--- src/rtl/alu_pkg.sv ---
// Shared opcode and FSM state types for alu_seq.
package alu_pkg;

  typedef enum logic [3:0] {
    OP_ADD = 4'd0,
    OP_SUB = 4'd1,
    OP_NOT = 4'd2,
    OP_AND = 4'd3,
    OP_OR  = 4'd4,
    OP_XOR = 4'd5,
    OP_SLT = 4'd6,
    OP_EQ  = 4'd7,
    OP_MUL = 4'd8,
    OP_SLL = 4'd9,
    OP_SRL = 4'd10,
    OP_SRA = 4'd11
  } op_e;

  typedef enum logic [1:0] {
    IDLE = 2'd0,
    MUL  = 2'd1,
    DONE = 2'd2
  } state_e;

  localparam logic [3:0] OP_ILLEGAL_MIN = 4'd12;

endpackage

--- src/rtl/alu_mul_iter.sv ---
// Iterative shift-add unsigned multiplier; one partial product per cycle, WIDTH cycles.
module alu_mul_iter #(
  parameter int unsigned WIDTH = 8
) (
  input  logic                 clk,
  input  logic                 rst,
  input  logic                 start,
  input  logic [WIDTH-1:0]     a,
  input  logic [WIDTH-1:0]     b,
  output logic                 busy,
  output logic                 done,
  output logic [2*WIDTH-1:0]   prod
);

  localparam int unsigned SHW = $clog2(WIDTH);

  logic [2*WIDTH-1:0] r_mcand;
  logic [WIDTH-1:0]   r_mplier;
  logic [2*WIDTH-1:0] r_acc;
  logic [SHW-1:0]     r_cnt;
  logic               r_busy;
  logic [2*WIDTH-1:0] w_acc_next;

  assign w_acc_next = r_acc + (r_mplier[0] ? r_mcand : '0);

  always_ff @(posedge clk) begin
    if (rst) begin
      r_mcand  <= '0;
      r_mplier <= '0;
      r_acc    <= '0;
      r_cnt    <= '0;
      r_busy   <= 1'b0;
    end else if (start) begin
      r_mcand  <= {{WIDTH{1'b0}}, a};
      r_mplier <= b;
      r_acc    <= '0;
      r_cnt    <= '0;
      r_busy   <= 1'b1;
    end else if (r_busy) begin
      r_acc    <= w_acc_next;
      r_mcand  <= r_mcand << 1;
      r_mplier <= r_mplier >> 1;
      r_cnt    <= r_cnt + 1'b1;
      if (r_cnt == SHW'(WIDTH - 1)) r_busy <= 1'b0;
    end
  end

  // Final product is exposed combinationally during the last step so the
  // caller can register it on the same edge the step completes.
  assign busy = r_busy;
  assign done = r_busy && (r_cnt == SHW'(WIDTH - 1));
  assign prod = w_acc_next;

endmodule

--- src/rtl/alu_seq.sv ---
// Registered ALU with valid/ready handshakes; ALU_SEQ_MUL_EN enables the iterative multiply.
module alu_seq
  import alu_pkg::*;
#(
  parameter int unsigned WIDTH = 8
) (
  input  logic             clk,
  input  logic             rst,
  input  logic             in_valid,
  output logic             in_ready,
  input  logic [WIDTH-1:0] a,
  input  logic [WIDTH-1:0] b,
  input  logic [3:0]       op,
  output logic             out_valid,
  input  logic             out_ready,
  output logic [WIDTH-1:0] res,
  output logic             car,
  output logic             of,
  output logic             zf,
  output logic             err
);

  localparam int unsigned SHW = $clog2(WIDTH);

  state_e           r_state, w_state_next;
  logic [WIDTH-1:0] r_res;
  logic             r_car, r_of, r_zf, r_err;

  logic             w_accept, w_load;
  logic [WIDTH:0]   w_sum;
  logic [WIDTH-1:0] w_res, w_ld_res;
  logic             w_car, w_of, w_err;
  logic             w_ld_car, w_ld_of, w_ld_err;

`ifdef ALU_SEQ_MUL_EN
  logic               w_is_mul, w_mul_start, w_mul_busy, w_mul_done;
  logic [2*WIDTH-1:0] w_mul_prod;

  alu_mul_iter #(.WIDTH(WIDTH)) u_mul (
    .clk   (clk),
    .rst   (rst),
    .start (w_mul_start),
    .a     (a),
    .b     (b),
    .busy  (w_mul_busy),
    .done  (w_mul_done),
    .prod  (w_mul_prod)
  );
`endif

  assign in_ready  = (r_state == IDLE) || ((r_state == DONE) && out_ready);
  assign w_accept  = in_valid && in_ready;
  assign out_valid = (r_state == DONE);
  assign res       = r_res;
  assign car       = r_car;
  assign of        = r_of;
  assign zf        = r_zf;
  assign err       = r_err;

  always_comb begin
    w_sum = '0;
    w_res = '0;
    w_car = 1'b0;
    w_of  = 1'b0;
    w_err = 1'b0;
`ifdef ALU_SEQ_MUL_EN
    w_is_mul = 1'b0;
`endif
    case (op_e'(op))
      OP_ADD: begin
        w_sum = {1'b0, a} + {1'b0, b};
        w_res = w_sum[WIDTH-1:0];
        w_car = w_sum[WIDTH];
        w_of  = (a[WIDTH-1] == b[WIDTH-1]) && (w_res[WIDTH-1] != a[WIDTH-1]);
      end
      OP_SUB: begin
        w_sum = {1'b0, a} + {1'b0, ~b} + {{WIDTH{1'b0}}, 1'b1};
        w_res = w_sum[WIDTH-1:0];
        w_car = w_sum[WIDTH];
        w_of  = (a[WIDTH-1] != b[WIDTH-1]) && (w_res[WIDTH-1] != a[WIDTH-1]);
      end
      OP_NOT: w_res = ~a;
      OP_AND: w_res = a & b;
      OP_OR:  w_res = a | b;
      OP_XOR: w_res = a ^ b;
      OP_SLT: w_res[0] = ($signed(a) < $signed(b));
      OP_EQ:  w_res[0] = (a == b);
      OP_SLL: w_res = a << b[SHW-1:0];
      OP_SRL: w_res = a >> b[SHW-1:0];
      OP_SRA: w_res = $unsigned($signed(a) >>> b[SHW-1:0]);
`ifdef ALU_SEQ_MUL_EN
      OP_MUL: w_is_mul = 1'b1;
`endif
      default: w_err = 1'b1;
    endcase
  end

  always_comb begin
    w_ld_res = w_res;
    w_ld_car = w_car;
    w_ld_of  = w_of;
    w_ld_err = w_err;
`ifdef ALU_SEQ_MUL_EN
    if (r_state == MUL) begin
      w_ld_res = w_mul_prod[WIDTH-1:0];
      w_ld_car = 1'b0;
      w_ld_of  = |w_mul_prod[2*WIDTH-1:WIDTH];
      w_ld_err = 1'b0;
    end
`endif
  end

  always_comb begin
    w_state_next = r_state;
    w_load       = 1'b0;
`ifdef ALU_SEQ_MUL_EN
    w_mul_start  = 1'b0;
`endif
    case (r_state)
      IDLE, DONE: begin
        if (w_accept) begin
`ifdef ALU_SEQ_MUL_EN
          if (w_is_mul) begin
            w_mul_start  = 1'b1;
            w_state_next = MUL;
          end else
`endif
          begin
            w_load       = 1'b1;
            w_state_next = DONE;
          end
        end else if ((r_state == DONE) && out_ready) begin
          w_state_next = IDLE;
        end
      end
      MUL: begin
`ifdef ALU_SEQ_MUL_EN
        if (w_mul_done) begin
          w_load       = 1'b1;
          w_state_next = DONE;
        end else if (!w_mul_busy) begin
          w_state_next = IDLE;
        end
`else
        w_state_next = IDLE;
`endif
      end
      default: w_state_next = IDLE;
    endcase
  end

  always_ff @(posedge clk) begin
    if (rst) begin
      r_state <= IDLE;
      r_res   <= '0;
      r_car   <= 1'b0;
      r_of    <= 1'b0;
      r_zf    <= 1'b0;
      r_err   <= 1'b0;
    end else begin
      r_state <= w_state_next;
      if (w_load) begin
        r_res <= w_ld_res;
        r_car <= w_ld_car;
        r_of  <= w_ld_of;
        r_zf  <= (w_ld_res == '0);
        r_err <= w_ld_err;
      end
    end
  end

endmodule

--- config.mk ---
export PLATFORM = sky130hd
export DESIGN_NAME = alu_seq
export DESIGN_NICKNAME = d
export VERILOG_FILES = /design/src/rtl/alu_pkg.sv /design/src/rtl/alu_mul_iter.sv /design/src/rtl/alu_seq.sv
export SDC_FILE = /design/constraint.sdc
export NUM_CORES = 1
export LEC_CHECK = 0
export CAP_MARGIN = 0
export CELL_PAD_IN_SITES_DETAIL_PLACEMENT = 0
export CELL_PAD_IN_SITES_GLOBAL_PLACEMENT = 1
export CORE_MARGIN = 4
export CORE_UTILIZATION = 41
export CTS_CLUSTER_DIAMETER = 150
export DETAILED_ROUTE_END_ITERATION = 10
export HOLD_SLACK_MARGIN = 0.1
export PLACE_DENSITY_LB_ADDON = 0.1
export SLEW_MARGIN = 10
export SYNTH_ARGS = -nofsm -noshare
export SYNTH_HDL_FRONTEND = slang
export SYNTH_SLANG_ARGS = --single-unit
--- constraint.sdc ---
create_clock -name clk -period 3.9 [get_ports clk]
set_clock_uncertainty 0.05 [all_clocks]
set_input_delay 0.39 -clock clk [delete_from_list [all_inputs] [get_ports clk]]
set_output_delay 0.39 -clock clk [all_outputs]
set_load 0.02 [all_outputs]
**Word level (Yosys, flattened, before mapping)**

Index checks and enable logic that the tools add are counted.

- Bits in latches: 0
- Bits in read-only memories: 0
- RAM bits: 0
- Bits of input ports: 24
- Memories: 0
- Flip-flop bits (word level): 13

- Reduce and logical (&&, ||, !) cells: 12
- Shift-type cells: 3
- Div/mod/pow operators: 0
- Bitwise gates (word level): 6
- Muxes and demuxes: 9
- Order comparisons: 1
- Add/subtract/negate cells: 3
- Equal/unequal tests: 15
- Multiply operators: 0

Operators by type and width:

| kind | count |
|---|---|
| case mux 7 bit (9 select lines) | 1 |
| adder 8 x 8 -> 9 bit | 2 |
| == test 4 x 3 -> 1 bit, second input constant | 4 |
| NOT 8 bit | 2 |
| == test 4 bit, second input constant | 3 |
| case mux 1 bit (11 select lines) | 1 |
| OR reduction 11 bit | 1 |
| adder 9 x 1 -> 9 bit, second input constant | 1 |
| AND 8 bit | 1 |
| == test 4 x 2 -> 1 bit, second input constant | 2 |
| == test 8 bit | 1 |
| logical NOT 8 bit | 1 |
| < comparator 8 bit | 1 |
| OR 8 bit | 1 |
| left shift 8 x 3 -> 8 bit | 1 |
| >> shifter 8 x 3 -> 8 bit | 1 |
| >>> shifter 8 x 3 -> 8 bit | 1 |
| bitwise XOR 8 bit | 1 |
| == test 4 x 1 -> 1 bit, second input constant | 1 |
| logical AND 1 bit | 4 |
| logical NOT 4 bit | 1 |
| two-way mux 2 bit | 2 |
| case mux 1 bit (2 select lines) | 2 |
| OR reduction 2 bit | 2 |
| 7 further kinds | 11 |

**Depth between registers and ports, before layout**

Gate-level depths: netlist of the first run.

- Depth in word-level cells: 6
- Depth in mapped cells: 12

**Worst setup path before layout of the first run**

No wires, ideal clock.

- Path type: input to register
- Start: input b[2]
- End: register r_zf (netlist: zf)
- Setup time: 59 ps
- Buffers on the path: 3
- Path slack: 1,014 ps
- Data arrival time: 2,777 ps
- Stages: 12
- Path through: buf_2 inv_1 clkbuf_1 ha_1 clkbuf_1 nand2b_1 a21oi_1 o2111ai_1 a2111oi_0 and3_1 and4b_1 a31o_1

- Cells in the longest elaborated chain, start to end: 5

RTL lines:

| what | line | source |
|---|---|---|
| from (decl) | alu_seq.sv:12 | `input logic [WIDTH-1:0] b,` |
| NOT 8 bit | alu_seq.sv:77 | `w_sum = {1'b0, a} + {1'b0, ~b} + {{WIDTH{1'b0}}, 1'b1};` |
| adder 8 x 8 -> 9 bit | alu_seq.sv:77 |  |
| adder 9 x 1 -> 9 bit | alu_seq.sv:77 |  |
| case mux 7 bit (9 select lines) | alu_seq.sv:69 | `case (op_e'(op))` |
| logical NOT 8 bit (*) | alu_seq.sv:166 | `r_zf <= (w_ld_res == '0);` |
| to (signal assigned) | alu_seq.sv:166 |  |
| to (decl) | alu_seq.sv:27 | `logic r_car, r_of, r_zf, r_err;` |

Every way passes the cells marked *; elsewhere a longest branch is shown, timed or not.
A chain may end at the register's enable or synchronous reset.

**Worst setup path in the final report of the first run**

- Start: input a[0]
- End: register r_zf (netlist: zf)

- Cells in the longest elaborated chain, start to end: 4

RTL lines:

| what | line | source |
|---|---|---|
| from (decl) | alu_seq.sv:11 | `input logic [WIDTH-1:0] a,` |
| adder 8 x 8 -> 9 bit | alu_seq.sv:77 |  |
| adder 9 x 1 -> 9 bit | alu_seq.sv:77 |  |
| case mux 1 bit (11 select lines) or case mux 7 bit (9 select lines) (tied branches) | alu_seq.sv:69 |  |
| logical NOT 8 bit (*) | alu_seq.sv:166 |  |

Marked as above.

==> impl_metrics.tcl, run 1 <==
set metrics [dict create \
    status "complete, no violations" \
    cts_buffers 3 \
    layout_commonest_cell "clkdlybuf4s50_1" \
    final-seq-area_um2 260 \
    synth_top_area_cell "ha_1" \
    wl_um 8300 \
    synth.ff_latch_count 13 \
    cts_resized 0 \
    grt_max_degree 22 \
    hpwl_um 6550 \
    routedWlPerCell_um 18.3 \
    r2r-start "r_state[1]" \
    port_buffers 37 \
    worst-path-max-fanout 7 \
    period_minus_slack_ps 3290 \
    grt_usage_pct 22.2 \
    multi_input_area_um2 2080 \
    worstReg2RegEnd "zf" \
    final_cell_mix "37 x clkdlybuf4s50_1, 28 x nor2_1, 26 x inv_1, 25 x ha_1, 22 x buf_4" \
    cellPowerDensity_nw_per_um2 196 \
    syn_avg_cell_area_um2 7.53 \
    dr.first_iter.drc_count 253 \
    timing.critical_path.to "zf" \
    slew_violations 0 \
    cts_tree "built" \
    hold_viol 0 \
    rsz0062_at_grt "false" \
    cts_sinks 13 \
    antenna_found_initial 0 \
    final-setup-viol-count 0 \
    synth_cell_types 65 \
    synth_ff_type "dfxtp_1" \
    grt_pass1_wl_um 13600 \
    synth_nets 393 \
    cts_setup_buffers 0 \
    dr.pass1.iters 5 \
    yosysTopAreaCellShare_pct 12.1 \
    end_kind "flop" \
    critical_path_class "in2reg" \
    n_antenna_cell 0 \
    slew_headroom_pct 52.9 \
    worstRegToRegCells 7 \
    hp-class "reg2reg" \
    syn_inst 342 \
    final_util_pct 51.6 \
    dp_cells 449 \
    place_ws_ps 413 \
    drive_above_1_share_pct 12.4 \
    ir_drop_mv 0.192 \
    core_area_um2 6030 \
    ys_seq_area_share_pct 10.1 \
    final_cells 453 \
    syn_to_final_growth_pct 20.7 \
    setup_tns_ps 0 \
    die_h_um 87.3 \
    regToRegSetupSlack_ps 2150 \
    tightestPinTransition_ps 705 \
    dieArea_um2 7620 \
    max_cap_viol_count 0 \
    die_w_um 87.3 \
    cp_slowest_cell "clkdlybuf4s50_1" \
    final.setup.worst_slack_ps 606 \
    io_pins 38 \
    initial_core_util_pct 42.8 \
    clockRootBuffer "clkbuf_8" \
    insertion_delay_ps 240 \
    viasPerCell 6.18 \
    synthesis.area_um2 2580 \
    p_leak_nw 1.28 \
    worst_ep_required_time_ps 4040 \
    cp_cell_sequence "clkdlybuf4s50_1 > inv_1 > ha_1 > inv_1 > fa_1 > nor2b_1 > o2111ai_1 > o2111ai_1 > a2111oi_0 > buf_4 > and3_1 > and4b_1 > a31o_1" \
    cp-start-kind "input port" \
    synth_area_leaders "ha_1 12%, dfxtp_1 10%, mux4_2 6.1%, nor2_1 4.1%, inv_1 3.8%" \
    post-route-period-util_pct 84.5 \
    nets 430 \
    synth_edf_count 0 \
    worstPathArrival_ps 3430 \
    place.gp.congestion 0.962 \
    hold_ws_ps 400 \
    yosys_warnings 0 \
    num_rows 28 \
    cts_buffer_depth 2 \
    drc_errors 0 \
    holdBufCountCts 0 \
    overflow 0 \
    vias 2798 \
    grt_pass1_vias 2602 \
    htreeDepth 1 \
    path_clk_slew_ps 50 \
    ys_async_sr_fraction_pct 0 \
    crit_path_start "a[0]" \
    ant_nets 0 \
    max_freq_mhz 304 \
    fillers 589 \
    max_stage_delay_ps 540 \
]
==> power breakdown <==
part	switching, mW	internal, mW	total (mW)
registers	0.00468	0.143	0.147
logic	0.193	0.151	0.343
clock network	0.0476	0.0721	0.120
==> per-stage QoR <==
step | power, mW | cell area [µm²]
floorplan | 0.367 | 2580
global placement | 0.490 | 3060
detailed placement | 0.489 | 3060
CTS | 0.610 | 3110
global route | 0.650 | 3110
finish | 0.611 | 3110
==> registers in the layout (all words and copies together) (netlist names) <==
| signal | cells |
|---|---|
| zf | 1 |
| r_state | 1 |
| res | 8 |
| car | 1 |
| err | 1 |
| of | 1 |
==> critical path, delay by kind of cell <==
family                   cells  cell delay [ps]
buffers and inverters        4              980
AO/OA/AOI/OAI                4              930
adder cells (fa/ha/maj)      2              620
AND/OR/NAND/NOR              3              500
==> kinds of logic (layout without fill, tap and decap cells) <==
family                     count (synthesis)  count (layout)  synth area share (%)
muxes                                     16              16                  9.71
DFF                                       13              13                  10.1
and+or+nand+nor                          128             128                  27.7
adders and majority gates                 27              27                  13.7
xor gates and xnor gates                   4               4                  1.36
buffers and inverters                     53              89                  9.28
AOI/OAI and AO/OA                        101             101                  28.1
==> Yosys cell counts (2+ instances only) <==
library cell,n
o211ai_1,5
o21ai_0,14
nor2_1,28
mux2i_1,7
nor3_1,11
inv_1,26
and4b_1,3
a21oi_1,16
fa_1,2
and2_1,3
o22ai_1,4
buf_6,3
buf_2,14
a211oi_1,12
nor3b_1,3
nor2b_1,8
and3_1,4
xor2_1,3
nand4_1,5
o221ai_1,2
ha_1,25
o2111ai_1,4
a211o_1,3
mux2_2,2
a31oi_1,5
nor4_1,6
a2111oi_0,4
clkbuf_1,9
a221oi_1,3
dfxtp_1,13
a22oi_1,7
mux4_2,7
nand3b_1,4
nand2_1,19
or2_2,2
a21o_1,4
o21a_1,3
nand2b_1,11
nand3_1,12
==> area by class of cell <==
type                    count  area share, %
flip-flops and latches     13           8.37
multi-input cells         276           66.8
inverters                  26           3.14
well taps                  75           3.02
repair buffers             59           17.2
clock buffers               4           1.45
==> worst min-delay path by stage <==
stage / endpoint / from / depth (start not counted) / slack, ps
after floorplan: r_state[1] / in_valid / 2 / 470
after global placement: err / err / 2 / 400
after detailed placement: err / err / 2 / 400
after CTS: err / err / 2 / 400
after global routing: err / err / 2 / 430
final: err / err / 2 / 400
==> routing by layer <==
layer  part of all wire, %  GRT usage [%]  wire [µm]
met2                    45           34.7       3730
met1                    47           32.0       3890
met4                   1.7           5.58        139
met5                     0              0          0
met3                   6.5           2.74        543
(Power assumes the default switching activity.)
==> run 2: changes to the inputs <==
clock period = 3.35 ns   (was 3.9 ns; I/O delays follow)
==> run 2 against run 1 <==
Cell count grew 3.3%. Worst hold slack gained 13 ps. Design area grew 4.1%. Count of clock-buffer cells in the layout is the same. Via count grew 3.8%. Non-clock buffer count grew 15. First-iteration DRC count grew 19%. Sequential cell count is the same. Core utilization grew 2.1 points. Global-route usage grew 1.2 points.
==> impl_metrics.tcl, run 2 (synthesis gave the netlist of run 1 again) <==
set metrics [dict create \
    grt_pass1_wl_um 14200 \
    final.setup.worst_slack_ps 275 \
    overflow 0 \
    cts_setup_buffers 0 \
    final_cell_mix "37 x clkdlybuf4s50_1, 36 x buf_4, 28 x nor2_1, 26 x inv_1, 25 x ha_1" \
    place.gp.congestion 0.952 \
    ir_drop_mv 0.208 \
    final-setup-viol-count 0 \
    placed_area_um2 3190 \
    path_clk_slew_ps 50 \
    die_w_um 87.3 \
    cts_buffers 3 \
    design_area_um2 3240 \
    p_leak_nw 1.36 \
    viasPerCell 6.20 \
    cts_sinks 13 \
    setup_tns_ps 0 \
    clockRootBuffer "clkbuf_8" \
    hp-class "reg2reg" \
    dr.pass1.iters 5 \
    num_rows 28 \
    io_pins 38 \
    cts_tree "built" \
    cts_buffer_depth 2 \
    hold_viol 0 \
    max_cap_viol_count 0 \
    largest_reg_flops 8 \
    rsz0062_at_grt "false" \
    grt_max_degree 20 \
    vias 2903 \
    port_buffers 37 \
    fillers 581 \
    critical_path_class "in2reg" \
    tightestPinTransition_ps 878 \
    insertion_delay_ps 250 \
    grt_usage_pct 23.4 \
    regToRegSetupSlack_ps 1820 \
    core_area_um2 6030 \
    die_h_um 87.3 \
    period_minus_slack_ps 3070 \
    max_freq_mhz 325 \
    grt_pass1_vias 2799 \
    layout_commonest_cell "clkdlybuf4s50_1" \
    status "complete, no violations" \
    antenna_found_initial 0 \
    htreeDepth 1 \
    wl_um 8640 \
    place_ws_ps 45.8 \
    end_kind "flop" \
    ant_nets 0 \
    syn_to_final_growth_pct 25.6 \
    hpwl_um 6920 \
    routedWlPerCell_um 18.5 \
    worst-path-max-fanout 19 \
    initial_core_util_pct 42.8 \
    worst_ep_required_time_ps 3500 \
    dieArea_um2 7620 \
    slew_headroom_pct 40.0 \
    post-route-period-util_pct 91.8 \
    power_mw 0.731 \
    dr.first_iter.drc_count 301 \
    drive_above_1_share_pct 15.8 \
    worstPathArrival_ps 3220 \
    cellPowerDensity_nw_per_um2 226 \
    nets 445 \
    n_antenna_cell 0 \
    slew_violations 0 \
    cp-start-kind "input port" \
    drc_errors 0 \
]
-- run 2: where the power goes --
group	leakage [nW]	total, mW	internal (mW)	switching (mW)
Combinational	1.23	0.417	0.188	0.229
Clock	0.0228	0.142	0.0842	0.0582
Sequential	0.107	0.172	0.166	0.00558
-- run 2: final timing paths --
path / startpoint / end / cells past startpoint
hold reg to reg: err / err / 2
setup reg to reg: r_state[1] / zf / 6
hold / removal: err / err / 2
setup / recovery: b[0] / zf / 11
-- run 2: worst max-delay path: stages --
cell and delay (ps):
clkdlybuf4s50_1 580, buf_4 300, inv_1 90, ha_1 220, nor2b_1 110, a211oi_1 70, a21o_1 180, a2111oi_0 770
and3_1 250, and4b_1 190, a31o_1 130
-- run 2: layer usage --
layer	routed length, µm	GRT usage (%)	share of wire, %
met3	649	2.74	7.5
met1	3910	32.2	45
met2	3800	37.3	44
met4	281	8.79	3.3
met5	0	0	0
-- run 2: metrics by stage --
stage / hold slack (ps) / std cells / utilization [%]
global route: 441 / 468 / 53.7
detailed placement: 415 / 464 / 52.9
floorplan: 414 / 342 / -
finish: 413 / 468 / 53.7
CTS: 423 / 468 / 53.7
global placement: 400 / 464 / 52.9
-- run 2: area by class of cell --
| class | count | area, µm² | area share, % |
|---|---|---|---|
| multi-input cells | 276 | 2080 | 64.2 |
| repair buffers | 74 | 661 | 20.4 |
| flip-flops and latches | 13 | 260 | 8.04 |
| inverters | 26 | 97.6 | 3.02 |
| well taps | 75 | 93.8 | 2.90 |
| clock buffers | 4 | 45.0 | 1.39 |
-- run 2: timing repair --
item	in CTS	in global routing
resized for setup	0	1
hold buffers	0	0
setup endpoints to repair	0	1
==> run 3: changes to the inputs <==
--- a/config.mk
+++ b/config.mk
@@ -19,2 +19,3 @@
 export SYNTH_HDL_FRONTEND = slang
+export SYNTH_HIERARCHICAL = 1
 export SYNTH_SLANG_ARGS = --single-unit
--- a/constraint.sdc
+++ b/constraint.sdc
@@ -4,2 +4,2 @@
 set_output_delay 0.335 -clock clk [all_outputs]
-set_load 0.02 [all_outputs]
+set_load 0.01 [all_outputs]
==> results of run 3 <==
Same layout as run 2 (identical final DEF). Status: complete, no violations.
Among the figures that moved: Yosys warning count 0 -> 6; total power 0.731 mW -> 0.722 mW
